## config.mk

```make
export PLATFORM = sky130hd
export DESIGN_NAME = hamming_secded_decoder
export DESIGN_NICKNAME = d
export VERILOG_FILES = /design/src/rtl/hamming_pkg.sv /design/src/rtl/hamming_secded_decoder_syndrome.sv /design/src/rtl/hamming_secded_decoder.sv
export SDC_FILE = /design/constraint.sdc
export NUM_CORES = 1
export LEC_CHECK = 0
export ABC_AREA = 1
export CAP_MARGIN = 40
export CORE_MARGIN = 8
export CORE_UTILIZATION = 56
export DETAILED_ROUTE_END_ITERATION = 12
export PLACE_DENSITY = 0.86
export REMOVE_ABC_BUFFERS = 1
export SYNTH_ARGS = -nofsm -noshare
export SYNTH_HDL_FRONTEND = slang
export SYNTH_SLANG_ARGS = --single-unit
```

## constraint.sdc

```tcl
create_clock -name clk -period 3.3 [get_ports clk]
set_input_delay 0.66 -clock clk [delete_from_list [all_inputs] [get_ports clk]]
set_output_delay 0.66 -clock clk [all_outputs]
set_load 0.05 [all_outputs]
```

## src/rtl/hamming_pkg.sv

```systemverilog
// Shared definitions for the Hamming SECDED decoder and encoder: width math,
// check-bit position tests, data-position map and syndrome column masks.
package hamming_pkg;

  typedef enum logic [1:0] {ERR_NONE, ERR_CORR, ERR_UNCORR} err_class_e;

  // Largest codeword supported: DATA_W=57 gives 57+6+1.
  localparam int MAX_CODE_W = 64;

  function automatic int calc_parity_w(input int data_w);
    int r = 1;
    while ((1 << r) < data_w + r + 1) r++;
    return r;
  endfunction

  function automatic bit is_pow2(input int idx);
    return (idx > 0) && ((idx & (idx - 1)) == 0);
  endfunction

  // Code position of data bit data_idx: the (data_idx+1)-th non-power-of-two position >= 3.
  function automatic int data_pos(input int data_idx);
    int pos  = 2;
    int seen = -1;
    while (seen < data_idx) begin
      pos++;
      if (!is_pow2(pos)) seen++;
    end
    return pos;
  endfunction

  // Positions whose index has bit bit_idx set; syndrome bit j is the parity over them.
  function automatic logic [MAX_CODE_W-1:0] syn_mask(input int bit_idx);
    logic [MAX_CODE_W-1:0] m = '0;
    for (int i = 1; i < MAX_CODE_W; i++) begin
      if (((i >> bit_idx) & 1) == 1) m = m | (MAX_CODE_W'(1) << i);
    end
    return m;
  endfunction

endpackage

```

## src/rtl/hamming_secded_decoder_syndrome.sv

```systemverilog
// Combinational syndrome and overall-parity generator, shared between the
// decoder and the encoder's self-checker.
module hamming_syndrome
  import hamming_pkg::*;
#(
  parameter int CODE_W   = 8,
  parameter int PARITY_W = 3
) (
  input  logic [CODE_W-1:0]   i_code,
  output logic [PARITY_W-1:0] o_syndrome,
  output logic                o_parity
);

  for (genvar j = 0; j < PARITY_W; j++) begin : g_syn
    localparam logic [MAX_CODE_W-1:0] MASK = syn_mask(j);
    assign o_syndrome[j] = ^(i_code & MASK[CODE_W-1:0]);
  end

  assign o_parity = ^i_code;

endmodule

```

## src/rtl/hamming_secded_decoder.sv

```systemverilog
// Two-stage pipelined Hamming SECDED decoder with valid/ready on both sides and
// saturating error counters. Define HAMMING_ERR_INJECT_EN to add the inj_mask port.
module hamming_secded_decoder
  import hamming_pkg::*;
#(
  parameter  int DATA_W   = 4,
  parameter  int CNT_W    = 16,
  localparam int PARITY_W = calc_parity_w(DATA_W),
  localparam int CODE_W   = DATA_W + PARITY_W + 1
) (
  input  logic                clk,
  input  logic                rst_n,
  input  logic                in_valid,
  output logic                in_ready,
  input  logic [CODE_W-1:0]   in_code,
`ifdef HAMMING_ERR_INJECT_EN
  input  logic [CODE_W-1:0]   inj_mask,
`endif
  output logic                out_valid,
  input  logic                out_ready,
  output logic [DATA_W-1:0]   out_data,
  output logic [PARITY_W-1:0] out_syndrome,
  output logic                out_corr,
  output logic                out_uncorr,
  output logic [CNT_W-1:0]    corr_cnt,
  output logic [CNT_W-1:0]    uncorr_cnt,
  input  logic                cnt_clr
);

  localparam logic [PARITY_W:0] CODE_W_L = (PARITY_W + 1)'(CODE_W);

  logic [CODE_W-1:0]   w_code;
  logic [PARITY_W-1:0] w_syn;
  logic                w_par;
  logic [DATA_W-1:0]   w_raw_data;
  logic [DATA_W-1:0]   w_fixed_data;
  logic [PARITY_W:0]   w_syn_ext;
  err_class_e          w_class;
  logic                w_out_fire;
  logic                w_s2_free;
  logic                w_s1_free;

  logic                r_s1_valid;
  logic [DATA_W-1:0]   r_s1_data;
  logic [PARITY_W-1:0] r_s1_syn;
  logic                r_s1_par;

  logic                r_out_valid;
  logic [DATA_W-1:0]   r_out_data;
  logic [PARITY_W-1:0] r_out_syn;
  logic                r_out_corr;
  logic                r_out_uncorr;
  logic [CNT_W-1:0]    r_corr_cnt;
  logic [CNT_W-1:0]    r_uncorr_cnt;

`ifdef HAMMING_ERR_INJECT_EN
  assign w_code = in_code ^ inj_mask;
`else
  assign w_code = in_code;
`endif

  hamming_syndrome #(
    .CODE_W   (CODE_W),
    .PARITY_W (PARITY_W)
  ) u_syndrome (
    .i_code     (w_code),
    .o_syndrome (w_syn),
    .o_parity   (w_par)
  );

  // Check bits are fully consumed by the syndrome, so stage 1 keeps only the data field.
  for (genvar k = 0; k < DATA_W; k++) begin : g_data
    localparam int                  POS   = data_pos(k);
    localparam logic [PARITY_W-1:0] POS_S = PARITY_W'(POS);
    assign w_raw_data[k]   = w_code[POS];
    assign w_fixed_data[k] = r_s1_data[k] ^ ((w_class == ERR_CORR) && (r_s1_syn == POS_S));
  end

  assign w_out_fire = r_out_valid && out_ready;
  assign w_s2_free  = !r_out_valid || out_ready;
  assign w_s1_free  = !r_s1_valid || w_s2_free;
  assign in_ready   = rst_n && w_s1_free;

  // NOTE: sequential state uses non-blocking assignments so every register samples pre-edge values.
  always_ff @(posedge clk) begin
    if (!rst_n) begin
      r_s1_valid <= 1'b0;
      r_s1_data  <= '0;
      r_s1_syn   <= '0;
      r_s1_par   <= 1'b0;
    end else if (w_s1_free) begin
      r_s1_valid <= in_valid;
      if (in_valid) begin
        r_s1_data <= w_raw_data;
        r_s1_syn  <= w_syn;
        r_s1_par  <= w_par;
      end
    end
  end

  assign w_syn_ext = {1'b0, r_s1_syn};

  // NOTE: the default assignment first keeps this combinational block from inferring a latch.
  always_comb begin
    w_class = ERR_NONE;
    if (r_s1_par) begin
      w_class = (w_syn_ext < CODE_W_L) ? ERR_CORR : ERR_UNCORR;
    end else if (r_s1_syn != '0) begin
      w_class = ERR_UNCORR;
    end
  end

  always_ff @(posedge clk) begin
    if (!rst_n) begin
      r_out_valid  <= 1'b0;
      r_out_data   <= '0;
      r_out_syn    <= '0;
      r_out_corr   <= 1'b0;
      r_out_uncorr <= 1'b0;
    end else if (w_s2_free) begin
      r_out_valid <= r_s1_valid;
      if (r_s1_valid) begin
        r_out_data   <= w_fixed_data;
        r_out_syn    <= r_s1_syn;
        r_out_corr   <= (w_class == ERR_CORR);
        r_out_uncorr <= (w_class == ERR_UNCORR);
      end
    end
  end

  // Clear wins over a same-cycle increment; counts stick at all-ones.
  always_ff @(posedge clk) begin
    if (!rst_n || cnt_clr) begin
      r_corr_cnt   <= '0;
      r_uncorr_cnt <= '0;
    end else if (w_out_fire) begin
      if (r_out_corr && (r_corr_cnt != '1))     r_corr_cnt   <= r_corr_cnt + 1'b1;
      if (r_out_uncorr && (r_uncorr_cnt != '1)) r_uncorr_cnt <= r_uncorr_cnt + 1'b1;
    end
  end

  assign out_valid    = r_out_valid;
  assign out_data     = r_out_data;
  assign out_syndrome = r_out_syn;
  assign out_corr     = r_out_corr;
  assign out_uncorr   = r_out_uncorr;
  assign corr_cnt     = r_corr_cnt;
  assign uncorr_cnt   = r_uncorr_cnt;

endmodule

```

==> impl_metrics.tcl, run 1 <==
set metrics [dict create \
    status "complete, no violations" \
    ys_ff_latch 51 \
    rsz_0062_raised_after_global_routing "false" \
    postSynthCellCount 434 \
    largest_net_degree_at_the_start_of_global_routing 26 \
    achievable-frequency_mhz 421 \
    cts_h_tree_depth 2 \
    post_synth_num_cell_types 27 \
    timing.hold.worst.class "register to register" \
    holdBufCountCts 0 \
    num_antenna_cells 0 \
    groute.usage.overall 0.183 \
    hold-path-endpoint "r_s1_data[0]" \
    max-cap-violations 0 \
    drt_wl_total_mm 6.59 \
    cts.path.max_buffers 2 \
    floorplan.initialDensity 0.570 \
    cts_root_buffer "clkbuf_8" \
    post_synth.cell_area_avg_um2 6.58 \
    core-area_um2 5010 \
    pin_count 56 \
    timing_worst_setup_path_type "input pin to primary output" \
    cts.sink_count 51 \
    synth.top_cell.area_share 0.358 \
    floorplan.die_area_um2 7640 \
    r2r_setup_slack_ps 1240 \
    route.vias.total 2813 \
    pwr-share-clk 0.302 \
    simple_gate_share_of_the_synthesized_area 0.415 \
    finish.utilization 0.697 \
    gp_routability_congestion 0.823 \
    dpl-instance-area_um2 3410 \
    timing.hold.worst_path_depth 2 \
    period_needed_ps 2370 \
    async_flop_share 0 \
    hp-start "r_s1_data[0]" \
    relative_area_change_from_synthesis_to_final_layout_pct 22.4 \
    synthesis.area_um2 2850 \
    fp-row-count 26 \
    grt_pass1_wl_mm 11.6 \
    cellInternalPower_mw 0.844 \
    drt_drc_violations_left 0 \
    tightestPinTransition_ps 820 \
    synth-warning-count 0 \
    cts_tree "done" \
    vias_in_the_first_global_route 2734 \
    vdd_drop_max_uv 231 \
    numCtsBuffers 5 \
    final_cell_area_um2 3490 \
    setup-tns-final_ps 0 \
    static-leakage-power_nw 1.41 \
    worst_setup_path_end_kind "primary output" \
    worst_slew_slack_as_a_fraction_of_its_limit 0.453 \
    final.period_utilization 0.719 \
    timing_hold_violations_final 0 \
    antenna_violations_before_repair 0 \
    wl_per_cell_um 11.8 \
    post-cts-setup-buffers 0 \
    insertion_delay_ps 310 \
    r2r-end "uncorr_cnt[3]" \
    setup_ws_ps 926 \
    switching_fraction_of_total_power 0.282 \
    io_buffers 55 \
    pwr-share-seq 0.551 \
    avgViaCountPerCell 5.04 \
    count_of_nets_left_with_antenna_violations_after_detail_routing 0 \
    slew_violations 0 \
    dpl.cell_count 550 \
    yosys.area.top_type "dfxtp_1" \
    nets 502 \
    power_density_nw_per_um2 336 \
    cp_data_required_time_ps 2640 \
    worstReg2RegStart "uncorr_cnt[0]" \
    timing.critical_path.fanout_max 12 \
    synth-edff-count 0 \
    post_cts_resize_count 0 \
    worstSetupStartpointType "input pin" \
    fp.dieH_um 87.4 \
    final_layout_size_suffix_gt1_frac 0.0717 \
    total_switching_power_mw 0.331 \
    grt_remaining_overflow 0 \
    power.total_mw 1.17 \
    timing.critical_path.arrival_ps 1710 \
    hold_ws_ps 473 \
    cts.clk_slew.worst_paths_ps 80 \
    ys_top_cells_by_area "dfxtp_1 (36%), nand2_1 (15%), nor2_1 (11%)" \
    compound_cell_area_share_of_the_yosys_netlist 0.0662 \
    die_x_um 87.4 \
    synth_top_family_by_area "simple AND/OR/NAND/NOR gates" \
    post-dp-hpwl_mm 4.89 \
    synth_flop_type "dfxtp_1" \
    clock-skew-final_ps 11.6 \
    post_layout_nonfiller_instances 558 \
    filler_cell_count 477 \
    drt_first_iter_violations 115 \
    yosys.area_share.xor_xnor 0.0522 \
    synthAdderAreaFrac 0.00877 \
    muxShareOfSynthArea 0 \
    synth.yosys.seq_area_share 0.358 \
    worstRegToRegCells 9 \
    post-place-ws_ps 724 \
    share_of_total_power_in_combinational_logic 0.147 \
    firstDrtPassIters 4 \
    setup_viol 0 \
]
-- cell families (layout without fill, tap and decap cells) --
family,after synthesis,in the layout
adders and majority gates,2,2
xor gates and xnor gates,17,17
and+or+nand+nor,265,265
buffers and inverters,63,117
AOI/OAI and AO/OA,36,36
DFF,51,51
-- cells in the mapped netlist (6+ instances only) --
cell,n
dfxtp_1,51
inv_1,50
nand2_1,113
nor2_1,87
nor3_1,8
a21oi_1,19
o21ai_0,14
nand3_2,9
nand4_1,7
xnor2_1,9
xor2_1,8
nor2_2,6
nand3_1,25
-- flip-flops by register name (all words and copies together), names as in the netlist --
name,count
corr_cnt,16
uncorr_cnt,16
out_data,4
r_s1_data,4
out_syndrome,3
r_s1_syn,3
out_corr,1
out_uncorr,1
out_valid,1
r_s1_par,1
r_s1_valid,1
-- layout by cell type, fill, tap and decap left out --
| master | count |
|---|---|
| nand2_1 | 113 |
| nor2_1 | 87 |
| clkdlybuf4s50_1 | 54 |
| dfxtp_1 | 51 |
| inv_1 | 50 |
| nand3_1 | 25 |
| a21oi_1 | 19 |
| o21ai_0 | 14 |
| nand3_2 | 9 |
| xnor2_1 | 9 |
| nor3_1 | 8 |
| xor2_1 | 8 |
| nand4_1 | 7 |
| nor2_2 | 6 |
| clkbuf_8 | 5 |
| nor2_4 | 4 |
| nand2_2 | 3 |
| nand2_4 | 3 |
| inv_2 | 2 |
| ha_1 | 2 |
| clkbuf_1 | 2 |
| buf_4 | 2 |
| clkinv_1 | 1 |
| o221ai_1 | 1 |
| a211oi_1 | 1 |
| a22oi_1 | 1 |
| clkinv_2 | 1 |
-- critical path: stages --
cell,delay [ps]
clkdlybuf4s50_1,710
nand2_1,90
inv_1,60
buf_4,190
-- worst max path at each step --
| stage | from | endpoint | slack (ps) | cells after the start |
|---|---|---|---|---|
| 2_1_floorplan | rst_n | corr_cnt[0] | 1320 | 4 |
| 3_3_place_gp | out_ready | corr_cnt[15] | 810 | 8 |
| 3_5_place_dp | out_ready | corr_cnt[13] | 720 | 8 |
| 4_1_cts | rst_n | in_ready | 930 | 4 |
| 5_1_grt | out_ready | corr_cnt[15] | 820 | 8 |
| 6_report | rst_n | in_ready | 930 | 4 |
-- layout make-up --
cell class	instances	area, um^2	share of cell area
Timing Repair Buffer	56	556	0.159
Clock buffer	7	76.3	0.0219
Clock inverter	1	5.00	0.00143
Inverter	53	199	0.0570
Multi-Input combinational cell	320	1550	0.443
Tap cell	70	87.6	0.0251
Sequential cell	51	1020	0.292
-- power by group through the flow --
stage	Sequential [mW]	Clock [mW]	Combinational [mW]
detailed placement	0.661	0	0.172
global route	0.649	0.379	0.189
global placement	0.660	0	0.167
finish	0.647	0.355	0.173
CTS	0.646	0.357	0.173
floorplan	0.689	0	0.0839
-- layer usage --
metal | vias to the layer above | GRT usage | part of all wire
li1 | 1458 | - | -
met1 | 1267 | 0.212 | 0.45
met2 | 78 | 0.322 | 0.48
met3 | 10 | 0.0387 | 0.059
met4 | 0 | 0.0641 | 0.015
met5 | - | 0 | 0
(Power assumes the default switching activity.)
==> run 2, diff against run 1 <==
CORE_UTILIZATION = 52   (was 56)
PLACE_DENSITY = 0.8   (was 0.86)
clock period = 2.2 ns   (was 3.3 ns; I/O delays follow)
==> impl_metrics.tcl, run 2 (synthesized netlist as in run 1, its figures left out) <==
set metrics [dict create \
    groute.usage.overall 0.163 \
    timing.critical_path.arrival_ps 1610 \
    gp_routability_congestion 0.853 \
    route.vias.total 2819 \
    achievable-frequency_mhz 487 \
    cts.clk_slew.worst_paths_ps 90 \
    post-place-ws_ps 238 \
    final_common_cell "nand2_1" \
    worstSetupStartpointType "register" \
    final.period_utilization 0.933 \
    num_antenna_cells 0 \
    fp.dieH_um 90.1 \
    status "complete, no violations" \
    nets 509 \
    max-cap-violations 0 \
    critical_path_buf_inv_count 1 \
    firstDrtPassIters 4 \
    insertion_delay_ps 300 \
    cts_tree "done" \
    floorplan.initialDensity 0.528 \
    relative_area_change_from_synthesis_to_final_layout_pct 24.8 \
    cts.path.max_buffers 2 \
    vias_in_the_first_global_route 2602 \
    power.total_mw 1.77 \
    timing.hold.worst.class "register to register" \
    cts_h_tree_depth 2 \
    floorplan.die_area_um2 8120 \
    setup_viol 0 \
    power_density_nw_per_um2 498 \
    setup_ws_ps 148 \
    post-dp-hpwl_mm 4.98 \
    rsz_0062_raised_after_global_routing "false" \
    clock-skew-final_ps 2.85 \
    numCtsBuffers 5 \
    setup-tns-final_ps 0 \
    timing_worst_setup_path_type "register to primary output" \
    holdBufCountCts 0 \
    crit_slowest_cell "clkdlybuf4s50_1" \
    drt_first_iter_violations 108 \
    timing.critical_path.fanout_max 5 \
    pin_count 56 \
    vdd_drop_max_uv 332 \
    largest_net_degree_at_the_start_of_global_routing 21 \
    fp-row-count 27 \
    post_cts_resize_count 0 \
    grt_pass1_wl_mm 11.4 \
    final_layout_size_suffix_gt1_frac 0.0889 \
    io_buffers 55 \
    core-area_um2 5410 \
    max_stage_delay_ps 860 \
    cts.sink_count 51 \
    drt_wl_total_mm 6.37 \
    worst_slew_slack_as_a_fraction_of_its_limit 0.473 \
    cts_root_buffer "clkbuf_8" \
    worst_path_dominant_cell_family "buffers and inverters" \
    tightestPinTransition_ps 790 \
    grt_remaining_overflow 0 \
    crit_path_cell_trace "clkdlybuf4s50_1" \
    static-leakage-power_nw 1.45 \
    worst_setup_path_end_kind "primary output" \
    timing_hold_violations_final 0 \
    avgViaCountPerCell 4.97 \
    wl_per_cell_um 11.2 \
    antenna_violations_before_repair 0 \
    count_of_nets_left_with_antenna_violations_after_detail_routing 0 \
    slew_violations 0 \
    final_cell_mix "nand2_1 (113), nor2_1 (87), clkdlybuf4s50_1 (54)" \
    cp_data_required_time_ps 1760 \
    period_needed_ps 2050 \
    hold_ws_ps 477 \
    die_x_um 90.1 \
    drt_drc_violations_left 0 \
    post-cts-setup-buffers 0 \
]
==> run 2: cell count changes in the layout (fill, tap and decap cells not counted), sizes merged <==
cell | before | now
buf | 2 | 9
clkbuf | 7 | 5
clkinv | 2 | 4
==> run 2: metal layers <==
metal / wire (um) / vias to the layer above / global-route usage
met2: 2960 / 79 / 0.268
met1: 2960 / 1263 / 0.202
met3: 350 / 7 / 0.0399
li1: - / 1470 / -
met5: 0 / - / 0
met4: 104 / 0 / 0.0541
==> run 2: worst paths after layout <==
| path | startpoint | slack [ps] | endpoint | cells after the start |
|---|---|---|---|---|
| worst max-delay path | corr_cnt[3] | 150 | corr_cnt[3] | 1 |
| worst min-delay path | r_s1_data[0] | 480 | r_s1_data[0] | 2 |
| worst max register to register | uncorr_cnt[0] | 210 | uncorr_cnt[3] | 10 |
| worst min register to register | r_s1_data[0] | 480 | r_s1_data[0] | 2 |
==> run 2: cell type report <==
type	instances	area, um^2
fillers	492	1840
multi-input cells	320	1550
flip-flops and latches	51	1020
repair buffers	63	621
inverters	53	199
well taps	72	90.1
clock buffers	5	68.8
clock inverters	3	15.0
==> run 2: report_power, final <==
part | total, mW | internal [mW] | switching [mW]
registers | 0.970 | 0.950 | 0.0206
clock network | 0.532 | 0.219 | 0.313
logic | 0.270 | 0.103 | 0.168
total | 1.77 | 1.27 | 0.502
==> run 2: through the flow <==
step                      area (um^2)   util  std cells
after floorplan                  2770      -        424
after global routing             3560  0.659        567
after detailed placement         3480  0.644        559
after global placement           3480  0.644        559
final                            3560  0.659        567
after CTS                        3560  0.659        567
